$ cat src/rtl/shift_seq_ctrl.sv
// Iterative 16-bit shift/rotate sequencer: 4-bit steps first, then the residual 0-3 bits.
// Optional macro SHIFT_SEQ_FAST_RESID_EN: residual bits applied in a single cycle.
module shift_seq_ctrl (
  input  logic        clk,
  input  logic        rst_n,
  input  logic        start,
  input  logic [1:0]  op,
  input  logic [3:0]  amt,
  input  logic [15:0] dataIn,
  output logic        ready,
  output logic        busy,
  output logic        done,
  output logic [15:0] out
);

  typedef enum logic {IDLE, RUN} state_t;

  state_t      state;
  logic [15:0] work;
  logic [1:0]  op_q;
  logic [1:0]  cnt4;
  logic [1:0]  cnt1;

  function automatic logic [15:0] step4(input logic [15:0] w, input logic [1:0] o);
    case (o)
      2'b00:   step4 = {w[11:0], w[15:12]};
      2'b01:   step4 = {w[11:0], 4'b0};
      2'b10:   step4 = {{4{w[15]}}, w[15:4]};
      default: step4 = {4'b0, w[15:4]};
    endcase
  endfunction

  function automatic logic [15:0] step1(input logic [15:0] w, input logic [1:0] o);
    case (o)
      2'b00:   step1 = {w[14:0], w[15]};
      2'b01:   step1 = {w[14:0], 1'b0};
      2'b10:   step1 = {w[15], w[15:1]};
      default: step1 = {1'b0, w[15:1]};
    endcase
  endfunction

`ifdef SHIFT_SEQ_FAST_RESID_EN
  function automatic logic [15:0] step2(input logic [15:0] w, input logic [1:0] o);
    case (o)
      2'b00:   step2 = {w[13:0], w[15:14]};
      2'b01:   step2 = {w[13:0], 2'b0};
      2'b10:   step2 = {{2{w[15]}}, w[15:2]};
      default: step2 = {2'b0, w[15:2]};
    endcase
  endfunction

  // Residual of 1-3 bits: a 1-bit stage followed by a 2-bit stage.
  function automatic logic [15:0] resid(input logic [15:0] w, input logic [1:0] o,
                                        input logic [1:0] n);
    logic [15:0] r;
    r = w;
    if (n[0]) r = step1(r, o);
    if (n[1]) r = step2(r, o);
    resid = r;
  endfunction
`endif

  always_ff @(posedge clk or negedge rst_n) begin
    if (!rst_n) begin
      state <= IDLE;
      ready <= 1'b1;
      busy  <= 1'b0;
      done  <= 1'b0;
      out   <= 16'h0000;
      work  <= 16'h0000;
      op_q  <= 2'b00;
      cnt4  <= 2'd0;
      cnt1  <= 2'd0;
    end else begin
      done <= 1'b0;
      case (state)
        IDLE: begin
          if (start) begin
            work  <= dataIn;
            op_q  <= op;
            cnt4  <= amt[3:2];
            cnt1  <= amt[1:0];
            state <= RUN;
            ready <= 1'b0;
            busy  <= 1'b1;
          end
        end
        default: begin
          if (cnt4 != 2'd0) begin
            work <= step4(work, op_q);
            cnt4 <= cnt4 - 2'd1;
          end else if (cnt1 != 2'd0) begin
`ifdef SHIFT_SEQ_FAST_RESID_EN
            work <= resid(work, op_q, cnt1);
            cnt1 <= 2'd0;
`else
            work <= step1(work, op_q);
            cnt1 <= cnt1 - 2'd1;
`endif
          end else begin
            // All steps applied: publish result; a new request may be taken next edge.
            out   <= work;
            done  <= 1'b1;
            state <= IDLE;
            ready <= 1'b1;
            busy  <= 1'b0;
          end
        end
      endcase
    end
  end

endmodule

$ cat config.mk
export PLATFORM = sky130hd
export DESIGN_NAME = shift_seq_ctrl
export DESIGN_NICKNAME = d
export VERILOG_FILES = /design/src/rtl/shift_seq_ctrl.sv
export SDC_FILE = /design/constraint.sdc
export NUM_CORES = 1
export LEC_CHECK = 0
export CAP_MARGIN = 15
export CORE_MARGIN = 5
export CORE_UTILIZATION = 38
export DETAILED_ROUTE_END_ITERATION = 10
export PLACE_DENSITY_LB_ADDON = 0.15
export REMOVE_ABC_BUFFERS = 1
export SYNTH_ARGS = -nofsm -noshare
export SYNTH_HDL_FRONTEND = slang
export SYNTH_SLANG_ARGS = --single-unit
$ cat constraint.sdc
create_clock -name clk -period 1.7 [get_ports clk]
set_input_delay 0.34 -clock clk [delete_from_list [all_inputs] [get_ports clk]]
set_output_delay 0.34 -clock clk [all_outputs]
set_load 0.01 [all_outputs]
==> results.md, run 1 <==
- CP arrival: ~1800 ps
- Cells after Synth: 197
- Antenna cells: 0
- Clock latency on the worst-skew pair: 300 ps
- Routed Antenna Nets: 0
- Vias per std cell: 5.18
- Final worst slack: 81.3 ps
- Core ar.: 5570 sq um
- Final net count: 282
- CTS tree: done
- YS warnings: 0
- Unique masters post-synth: 37
- Minimum clock period: between 1500 and 2000 ps
- Syn_area_per_cell: 11.2 sq um
- Slew headroom: 64.7%
- FMAX: 618 MHz
- Die span in x: 86.3 microns
- Cell taking the most area after synthesis: dfrtp_1
- Fraction of registers with async set/reset: between 90% and 100%
- Initial Util: 39.7%
- Synth cell count leaders: dfrtp_1, a21oi_1, mux2_2, nand2_1
- Worst EP required: between 1500 and 2000 ps
- Total placed cells including tap cells: 319
- Worst Setup SP: cnt4[0]
- IO Pins: 44
- WP buf/inv: 3
- WS Path Type: reg -> reg
- Port bufs: 43
- First-pass GRT wire length: 9090 microns
- Pre-antenna DRT Iters: 4
- Crit path max-delay family: compound AO/OA/AOI/OAI gates
- Die H: 86.3 microns
- Slew Limit Fails: 0
- Place WS: roughly 11 ps
- Vias in the first global route: 1,745
- Crit-path max FO: 11
- Slowest stage delay, CP: 370 ps
- Fillcell total: 499
- Reg-to-reg critical path startpoint: cnt4[0]
- Fin cells: 328
- Synth area leaders: dfrtp_1, mux2_2, mux2i_1
- Hold-fix buffers, CTS: 0
- Routed len/inst: 16.5 microns
- HPWL after DPL: about 4000 microns
- Initial antenna violation count: 0
- Share of layout cells above drive strength 1: 25.0%
- FF+latch count, synth: 42
- Most instantiated library cell after synthesis: dfrtp_1
- Num CTS Buffers: 5
- Row Count: 27
- Cell Chain, Critical Path: inv_2 > ha_4 > buf_12 > nand3_2 > o21ai_4 > buf_12 > a2111oi_2 > a21oi_1
- VDD IR max: 1030 uV
- DR iter-0 viols: 79
- Layout area overhead: 33.8%
- GR Util All Layers: 15.5%
- Hold Crit Class: in -> async
- Measured slew at the worst slew-check pin: 529 ps
- Final Setup Violations: 0
- Slowest cell on crit path: dfrtp_1
- Grt ovf: 0
- Sequential element share of the synthesized area: 47.5%
- Cell Area, Synth: 2210 sq um
- Endpoints failing hold: 0
- Cell area power density: between 2000 and 2500 nW/um^2
- Final GP Congestion: approximately 0.85
- CTS root buf: clkbuf_8
- CTS H-tree depth: 2
- Outcome: complete, no violations
- Die area: 7450 sq um
- Largest net degree at the start of global routing: 43
- CTS sink cnt: 42
- Final Cycle Share: 95.2%
- CP most frequent cell: buf_12
- Dominant synthesized flop cell: dfrtp_1
- Startpoint class of the critical path: flip-flop
- DRC Markers: 0
- Total wire length: 5400 microns
- Post-synth EDFFs: 0
- Clock Path Buffers: 2
- Top cell type's share of synthesized area: 46.3%
- Worst Clk Skew: between 3 and 4 ps
- Via count: ~1,700
- Clock slew seen by the registers of the worst setup and hold paths: 80 ps
- Endpoint kind of the worst setup timing path: flip-flop
- Lkg Pwr: 0.00130 uW
- MaxCap Viol Count: 0
## cells by family (layout without fill, tap and decap cells)
logic type	count (synthesis)	count (layout)	share of synthesized area [%]
multiplexers	36	36	20.6
flip-flops	42	42	47.5
AO/OA/AOI/OAI	56	56	16.9
adder cells (fa/ha/maj)	2	2	1.13
AND/OR/NAND/NOR	38	38	7.97
XOR/XNOR	1	1	0.396
buffers and inverters	22	81	5.48
## path summary, 6_finish.rpt
path | end | slack (ps) | cells after the start
min in group clk | ready | 460 | 2
setup / recovery | work[10] | 80 | 8
max in group asynchronous | state | 1210 | 2
hold reg to reg | ready | 460 | 2
hold / removal | out[6] | 100 | 2
setup reg to reg | work[10] | 80 | 8
## placed cells by master (no fill, tap or decap), types with 3 or more instances in the layout
| cell type | Yosys | layout |
|---|---|---|
| mux2_2 | 16 | 16 |
| nor2_1 | 14 | 14 |
| a22oi_1 | 6 | 6 |
| a21oi_1 | 16 | 16 |
| buf_4 | 3 | 18 |
| o21ai_0 | 13 | 13 |
| mux4_2 | 6 | 6 |
| o22a_1 | 4 | 4 |
| o2bb2ai_1 | 5 | 5 |
| clkbuf_8 | 0 | 8 |
| mux2i_1 | 14 | 14 |
| buf_12 | 0 | 3 |
| dfrtp_1 | 41 | 40 |
| nand2_1 | 15 | 15 |
| clkdlybuf4s50_1 | 0 | 41 |
| inv_1 | 8 | 6 |
## registers in the layout (all words and copies together) (netlist names)
signal,flops
cnt1,2
ready,1
done,1
op_q,2
state,1
out,16
busy,1
cnt4,2
work,16
## power by group
group / total (uW) / leakage (uW) / internal (uW) / switching, uW
Sequential: 2060 / 0.000512 / 1530 / 534
Clock: 752 / 0.0000575 / 410 / 342
Combinational: 3540 / 0.000734 / 1970 / 1560
## layout make-up
class / count / area (sq um) / share of cell area (%)
tap: 72 / 90.1 / 3.04
clock buffer: 8 / 110 / 3.72
sequential: 42 / 1050 / 35.6
multi-input combinational: 133 / 1050 / 35.6
timing repair buffer: 64 / 619 / 20.9
inverter: 9 / 36.3 / 1.22
## per-layer routing
metal	routed length, microns	part of all wire [%]	global-route usage (%)	vias to the layer above
met3	319	5.9	4.94	5
li1	-	-	-	830
met5	0	0	0	-
met1	2490	46	21.1	819
met2	2560	47	24.3	44
met4	39	0.72	2.97	0
## what timing repair did
action                                  in CTS  in global routing
resized for setup                            1                  6
endpoints found under the setup margin       1                 14
buffers inserted                             0                  1
## through the flow
stage / hold WS, ps / util [%] / instance area, sq um / total power (uW) / setup TNS, ps
after global placement: 445 / 50.8 / 2830 / 5490 / 0
final: 99.8 / 53.2 / 2960 / 6350 / 0
after global routing: 147 / 53.2 / 2960 / 6880 / -2.76
after CTS: 124 / 52.7 / 2940 / 6330 / 0
after detailed placement: 448 / 50.8 / 2830 / 5580 / 0
after floorplan: 44.4 / - / 2130 / 4070 / -11630
## worst reg2reg max path, cell delays in order, from the launching register on
cell and delay, ps:
dfrtp_1 370, inv_2 60, ha_4 170, buf_12 140, nand3_2 120, o21ai_4 90
buf_12 150, a2111oi_2 340, a21oi_1 70
Note: power is estimated with default switching activity, not from simulation.
==> inputs of run 2 (changes only) <==
--- a/config.mk
+++ b/config.mk
@@ -9,7 +9,7 @@
 export CORE_MARGIN = 5
 export CORE_UTILIZATION = 38
 export DETAILED_ROUTE_END_ITERATION = 10
-export PLACE_DENSITY_LB_ADDON = 0.15
+export PLACE_DENSITY = 0.72
 export REMOVE_ABC_BUFFERS = 1
 export SYNTH_ARGS = -nofsm -noshare
 export SYNTH_HDL_FRONTEND = slang
==> results.md, run 2 (same netlist as run 1, synthesis figures left out) <==
- WP buf/inv: 3
- Slowest cell on crit path: dfrtp_1
- Slew Limit Fails: 0
- Clock power frac: 10.9%
- Worst EP required: around 1900 ps
- Total wire length: 5180 microns
- CTS sink cnt: 42
- Routed Antenna Nets: 0
- Place WS: -4.99 ps
- Design Area, Final: 2920 sq um
- CTS root buf: clkbuf_8
- Clock slew seen by the registers of the worst setup and hold paths: 90 ps
- Clock Path Buffers: 2
- Reg-to-reg critical path startpoint: cnt4[0]
- Hold Crit Class: in -> async
- Sw frac: around two fifths
- Outcome: complete, no violations
- Endpoints failing hold: 0
- Vias per std cell: 5.33
- Row Count: 27
- Worst Clk Skew: 11.3 ps
- Clock latency on the worst-skew pair: 300 ps
- Slowest stage delay, CP: 370 ps
- Final GP Congestion: 0.842
- Via count: 1,733
- Port bufs: 43
- Die area: 7450 sq um
- Crit path max-delay family: buffers and inverters
- Sequential standard cell area: around 1100 sq um
- Sequential share of power: 31.8%
- MaxCap Viol Count: 0
- Grt ovf: 0
- Tot Pwr: 6200 uW
- GR Util All Layers: between 10% and 20%
- VDD IR max: about 800 uV
- Measured slew at the worst slew-check pin: 525 ps
- Largest net degree at the start of global routing: 43
- Fillcell total: 510
- Final worst slack: 114 ps
- P_sw: 2410 uW
- R2R depth: 6
- Cell area power density: 2120 nW/um^2
- Startpoint class of the critical path: flip-flop
- Pre-antenna DRT Iters: 4
- Worst Setup SP: cnt4[0]
- Antenna cells: 0
- FMAX: roughly 630 MHz
- Cell Chain, Critical Path: inv_2 > ha_4 > buf_4 > nand3_2 > buf_4 > mux2_2
- Unrepaired setup endpoints after global routing: false
- CP most frequent cell: buf_4
- Routed len/inst: roughly 16 microns
- Final Setup Violations: 0
- CP arrival: 1770 ps
- Final net count: 279
- Combinational power share: 57.3%
- WS Path Type: reg -> reg
- Core ar.: 5570 sq um
- Setup crit end: out[13]
- Crit path depth: 6
- IO Pins: 44
- Share of layout cells above drive strength 1: 23.3%
- DRC Markers: 0
- Vias in the first global route: 1,710
- Initial Util: around two fifths
- DR iter-0 viols: about 130
- Die span in x: 86.3 microns
- Initial antenna violation count: 0
- CTS H-tree depth: 2
- First-pass GRT wire length: 8690 microns
- Most frequent cells in the layout: dfrtp_1, clkdlybuf4s50_1, mux2_2, a21oi_1
- Placed cell areas: around 2800 sq um
- Worst reg2reg setup slack: 110 ps
- Total negative setup slack: 0 ps
- Endpoint kind of the worst setup timing path: flip-flop
- Slew headroom: 65.0%
- Layout area overhead: 31.8%
- Num CTS Buffers: 5
- Minimum clock period: approximately 1600 ps
- Internal Power: 3790 uW
- Crit-path max FO: 21
- HPWL after DPL: 3640 microns
- RR Endpoint: out[13]
- Final Cycle Share: ~93%
- Lkg Pwr: 0.00128 uW
- Hold-fix buffers, CTS: 0
- CTS tree: done
- Area of the multi-input gates: 1050 sq um
- Largest registers: out (16), work (16)
- Die H: ~86 microns
[run 2: cell types whose count changed in the layout (fill, tap and decap cells not counted)]
cell	delta
clkinv_2	+1
dfrtp_1	+1
clkbuf_1	+1
inv_4	-1
buf_4	-3
dfrtp_2	-1
clkbuf_8	-2
inv_2	+1
[run 2: worst register-to-register path, cell delays in order (launching register included)]
cell and delay, ps:
dfrtp_1 370, inv_2 50, ha_4 160, buf_4 130
nand3_2 90, buf_4 290, mux2_2 380
[run 2: what timing repair did]
action,in CTS,in global routing
buffers inserted,0,5
pin swaps,0,1
setup endpoints to repair,4,3
gates resized for setup,2,3
[run 2: area by class of cell]
cell class / instances / share of cell area (%)
repair buffers: 61 / 20.5
multi-input cells: 133 / 36.1
clock inverters: 1 / 0.172
well taps: 72 / 3.09
flip-flops and latches: 42 / 36.1
inverters: 9 / 1.16
clock buffers: 7 / 2.96
[run 2: per-layer routing]
layer	up-vias	track usage, %	share of wire [%]
li1	828	-	-
met1	845	20.2	46
met2	52	22.3	46
met3	8	3.61	6.3
met4	0	5.38	1.2
met5	-	0	0
[run 2: worst min-delay path by stage]
| stage | endpoint |
|---|---|
| final | out[7] |
| after global routing | out[8] |
| after CTS | out[7] |
| after detailed placement | out[3] |
| after global placement | out[0] |
| after floorplan | busy |
[run 2: power groups by stage]
stage | Clock [uW] | Combinational [uW] | Sequential [uW]
final | 676 | 3550 | 1970
after detailed placement | 0 | 3440 | 1980
after floorplan | 0 | 1990 | 2080
after global routing | 735 | 3910 | 2030
after global placement | 0 | 3350 | 1970
after CTS | 693 | 3460 | 1960
[run 2: through the flow]
stage | hold slack, ps | util (%) | instances
2_1_floorplan | 44.4 | - | 184
3_3_place_gp | 443 | 49.8 | 312
3_5_place_dp | 444 | 49.8 | 312
4_1_cts | 120 | 51.5 | 320
5_1_grt | 150 | 52.3 | 325
6_report | 98.0 | 52.3 | 325
==> inputs of run 3 (changes only) <==
--- a/config.mk
+++ b/config.mk
@@ -8,9 +8,11 @@
 export CAP_MARGIN = 15
 export CORE_MARGIN = 5
 export CORE_UTILIZATION = 38
+export CTS_BUF_LIST = sky130_fd_sc_hd__clkbuf_16
 export DETAILED_ROUTE_END_ITERATION = 10
 export PLACE_DENSITY = 0.72
 export REMOVE_ABC_BUFFERS = 1
+export SLEW_MARGIN = 40
 export SYNTH_ARGS = -nofsm -noshare
 export SYNTH_HDL_FRONTEND = slang
 export SYNTH_SLANG_ARGS = --single-unit
==> results.md, run 3 (same netlist as run 1, synthesis figures left out) <==
- Outcome: complete, no violations
- Vias per std cell: roughly 5.3
- WP buf/inv: 3
- Routed Antenna Nets: 0
- Pre-antenna DRT Iters: 4
- Startpoint class of the critical path: flip-flop
- Die span in x: 86.3 microns
- Initial Util: 39.7%
- Minimum clock period: about 1600 ps
- Clock Path Buffers: 2
- Cell Chain, Critical Path: inv_2 > ha_4 > buf_12 > buf_4 > mux4_2 > nand2_1 > a21oi_1
- DR iter-0 viols: 88
- Clock latency on the worst-skew pair: 290 ps
- Die area: 7450 sq um
- Most frequent cells in the layout: dfrtp_1, clkdlybuf4s50_1, mux2_2, a21oi_1, nand2_1
- Placed cell areas: 2780 sq um
- VDD IR max: 937 uV
- Num CTS Buffers: 5
- CP arrival: 1750 ps
- Row Count: 27
- Layout area overhead: 33.3%
- Crit path max-delay family: multiplexers
- Largest net degree at the start of global routing: 43
- Lkg Pwr: 0.00130 uW
- Reg-to-reg critical path startpoint: cnt4[1]
- Hold Crit Class: in -> async
- Design Area, Final: 2950 sq um
- Antenna cells: 0
- R2R depth: 7
- Port bufs: 43
- MaxCap Viol Count: 0
- Routed len/inst: 15.9 microns
- Via count: 1,726
- Grt ovf: 0
- Slew Limit Fails: 0
- Share of layout cells above drive strength 1: 22.3%
- First-pass GRT wire length: 8720 microns
- CTS root buf: clkbuf_16
- Vias in the first global route: 1,706
- Die H: 86.3 microns
- Endpoint kind of the worst setup timing path: flip-flop
- Slowest cell on crit path: mux4_2
- Initial antenna violation count: 0
- Final Cycle Share: between 90 and 100%
- FMAX: about 640 MHz
- Measured slew at the worst slew-check pin: 526 ps
- Slowest stage delay, CP: 470 ps
- Final hold slack: between 100 and 150 ps
- Cell area power density: 2160 nW/um^2
- CTS sink cnt: 42
- Largest registers: out (16), work (16)
- Core ar.: 5570 sq um
- Worst reg2reg setup slack: around 130 ps
- Slew headroom: 65.0%
- RR Endpoint: work[4]
- Final GP Congestion: around 0.84
- CTS H-tree depth: 2
- Total wire length: 5140 microns
- Worst Clk Skew: around 6.3 ps
- Worst EP required: ~1900 ps
- CTS tree: done
- HPWL after DPL: 3640 microns
- WS Path Type: reg -> reg
- Hold-fix buffers, CTS: 0
- GR Util All Layers: 14.9%
- DRC Markers: 0
- Crit-path max FO: 9
- Clock slew seen by the registers of the worst setup and hold paths: about 60 ps
- Endpoints failing hold: 0
- Unrepaired setup endpoints after global routing: false
- IO Pins: 44
- Final Setup Violations: 0
- Final net count: 277
run 3: changes by cell type in the layout (fill, tap and decap cells not counted), sizes merged:
cell	change
buf	-2
clkbuf	-2
dlymetal6s2s	+1
clkinv	+1
inv	+1
dlygate4sd2	-1
run 3: worst max path at each step:
stage	startpoint	cells after the start	slack, ps	to
finish	cnt4[1]	7	130	work[4]
global placement	cnt4[1]	6	70	work[11]
detailed placement	cnt4[1]	6	-5	work[11]
global route	cnt4[1]	6	2	work[7]
CTS	ready	1	8	ready
floorplan	cnt4[0]	6	-550	work[0]
run 3: per-layer routing:
| metal | global-route usage (%) | routed length, microns |
|---|---|---|
| met2 | 22.5 | 2280 |
| met5 | 0 | 0 |
| met4 | 4.53 | 72 |
| met1 | 20.3 | 2410 |
| met3 | 5.04 | 369 |
run 3: worst register-to-register path, delay by kind of cell, from the launching register on:
family / cells / cell delay, ps
multiplexers: 1 / 470
flip-flops: 1 / 380
buffers and inverters: 3 / 320
adder cells (fa/ha/maj): 1 / 160
AND/OR/NAND/NOR: 1 / 80
AO/OA/AOI/OAI: 1 / 50
run 3: timing repair:
item / in CTS / in global routing
gates resized for setup: 1 / 4
endpoints found under the setup margin: 3 / 4
setup buffers: 0 / 3
run 3: layout make-up:
cell class | count | area [sq um]
inverter | 9 | 33.8
tap | 72 | 90.1
sequential | 42 | 1050
clock buffer | 5 | 125
timing repair buffer | 59 | 586
multi-input combinational | 133 | 1050
clock inverter | 3 | 12.5
fill | 507 | 2620
run 3: per-stage QoR:
| stage | utilization, % | setup WS, ps | total power (uW) | std cells | TNS, ps |
|---|---|---|---|---|---|
| after floorplan | - | -555 | 4070 | 184 | -11630 |
| after global placement | 49.8 | 66.7 | 5320 | 312 | 0 |
| after detailed placement | 49.8 | -4.99 | 5420 | 312 | -5.97 |
| after CTS | 52.3 | 7.53 | 6360 | 320 | 0 |
| after global routing | 53.0 | 2.04 | 6910 | 323 | 0 |
| final | 53.0 | 127 | 6390 | 323 | 0 |
run 3: power breakdown:
part / internal (uW) / switching, uW
sequential: 1530 / 440
combinational: 1910 / 1600
clock: 531 / 378
total: 3980 / 2420
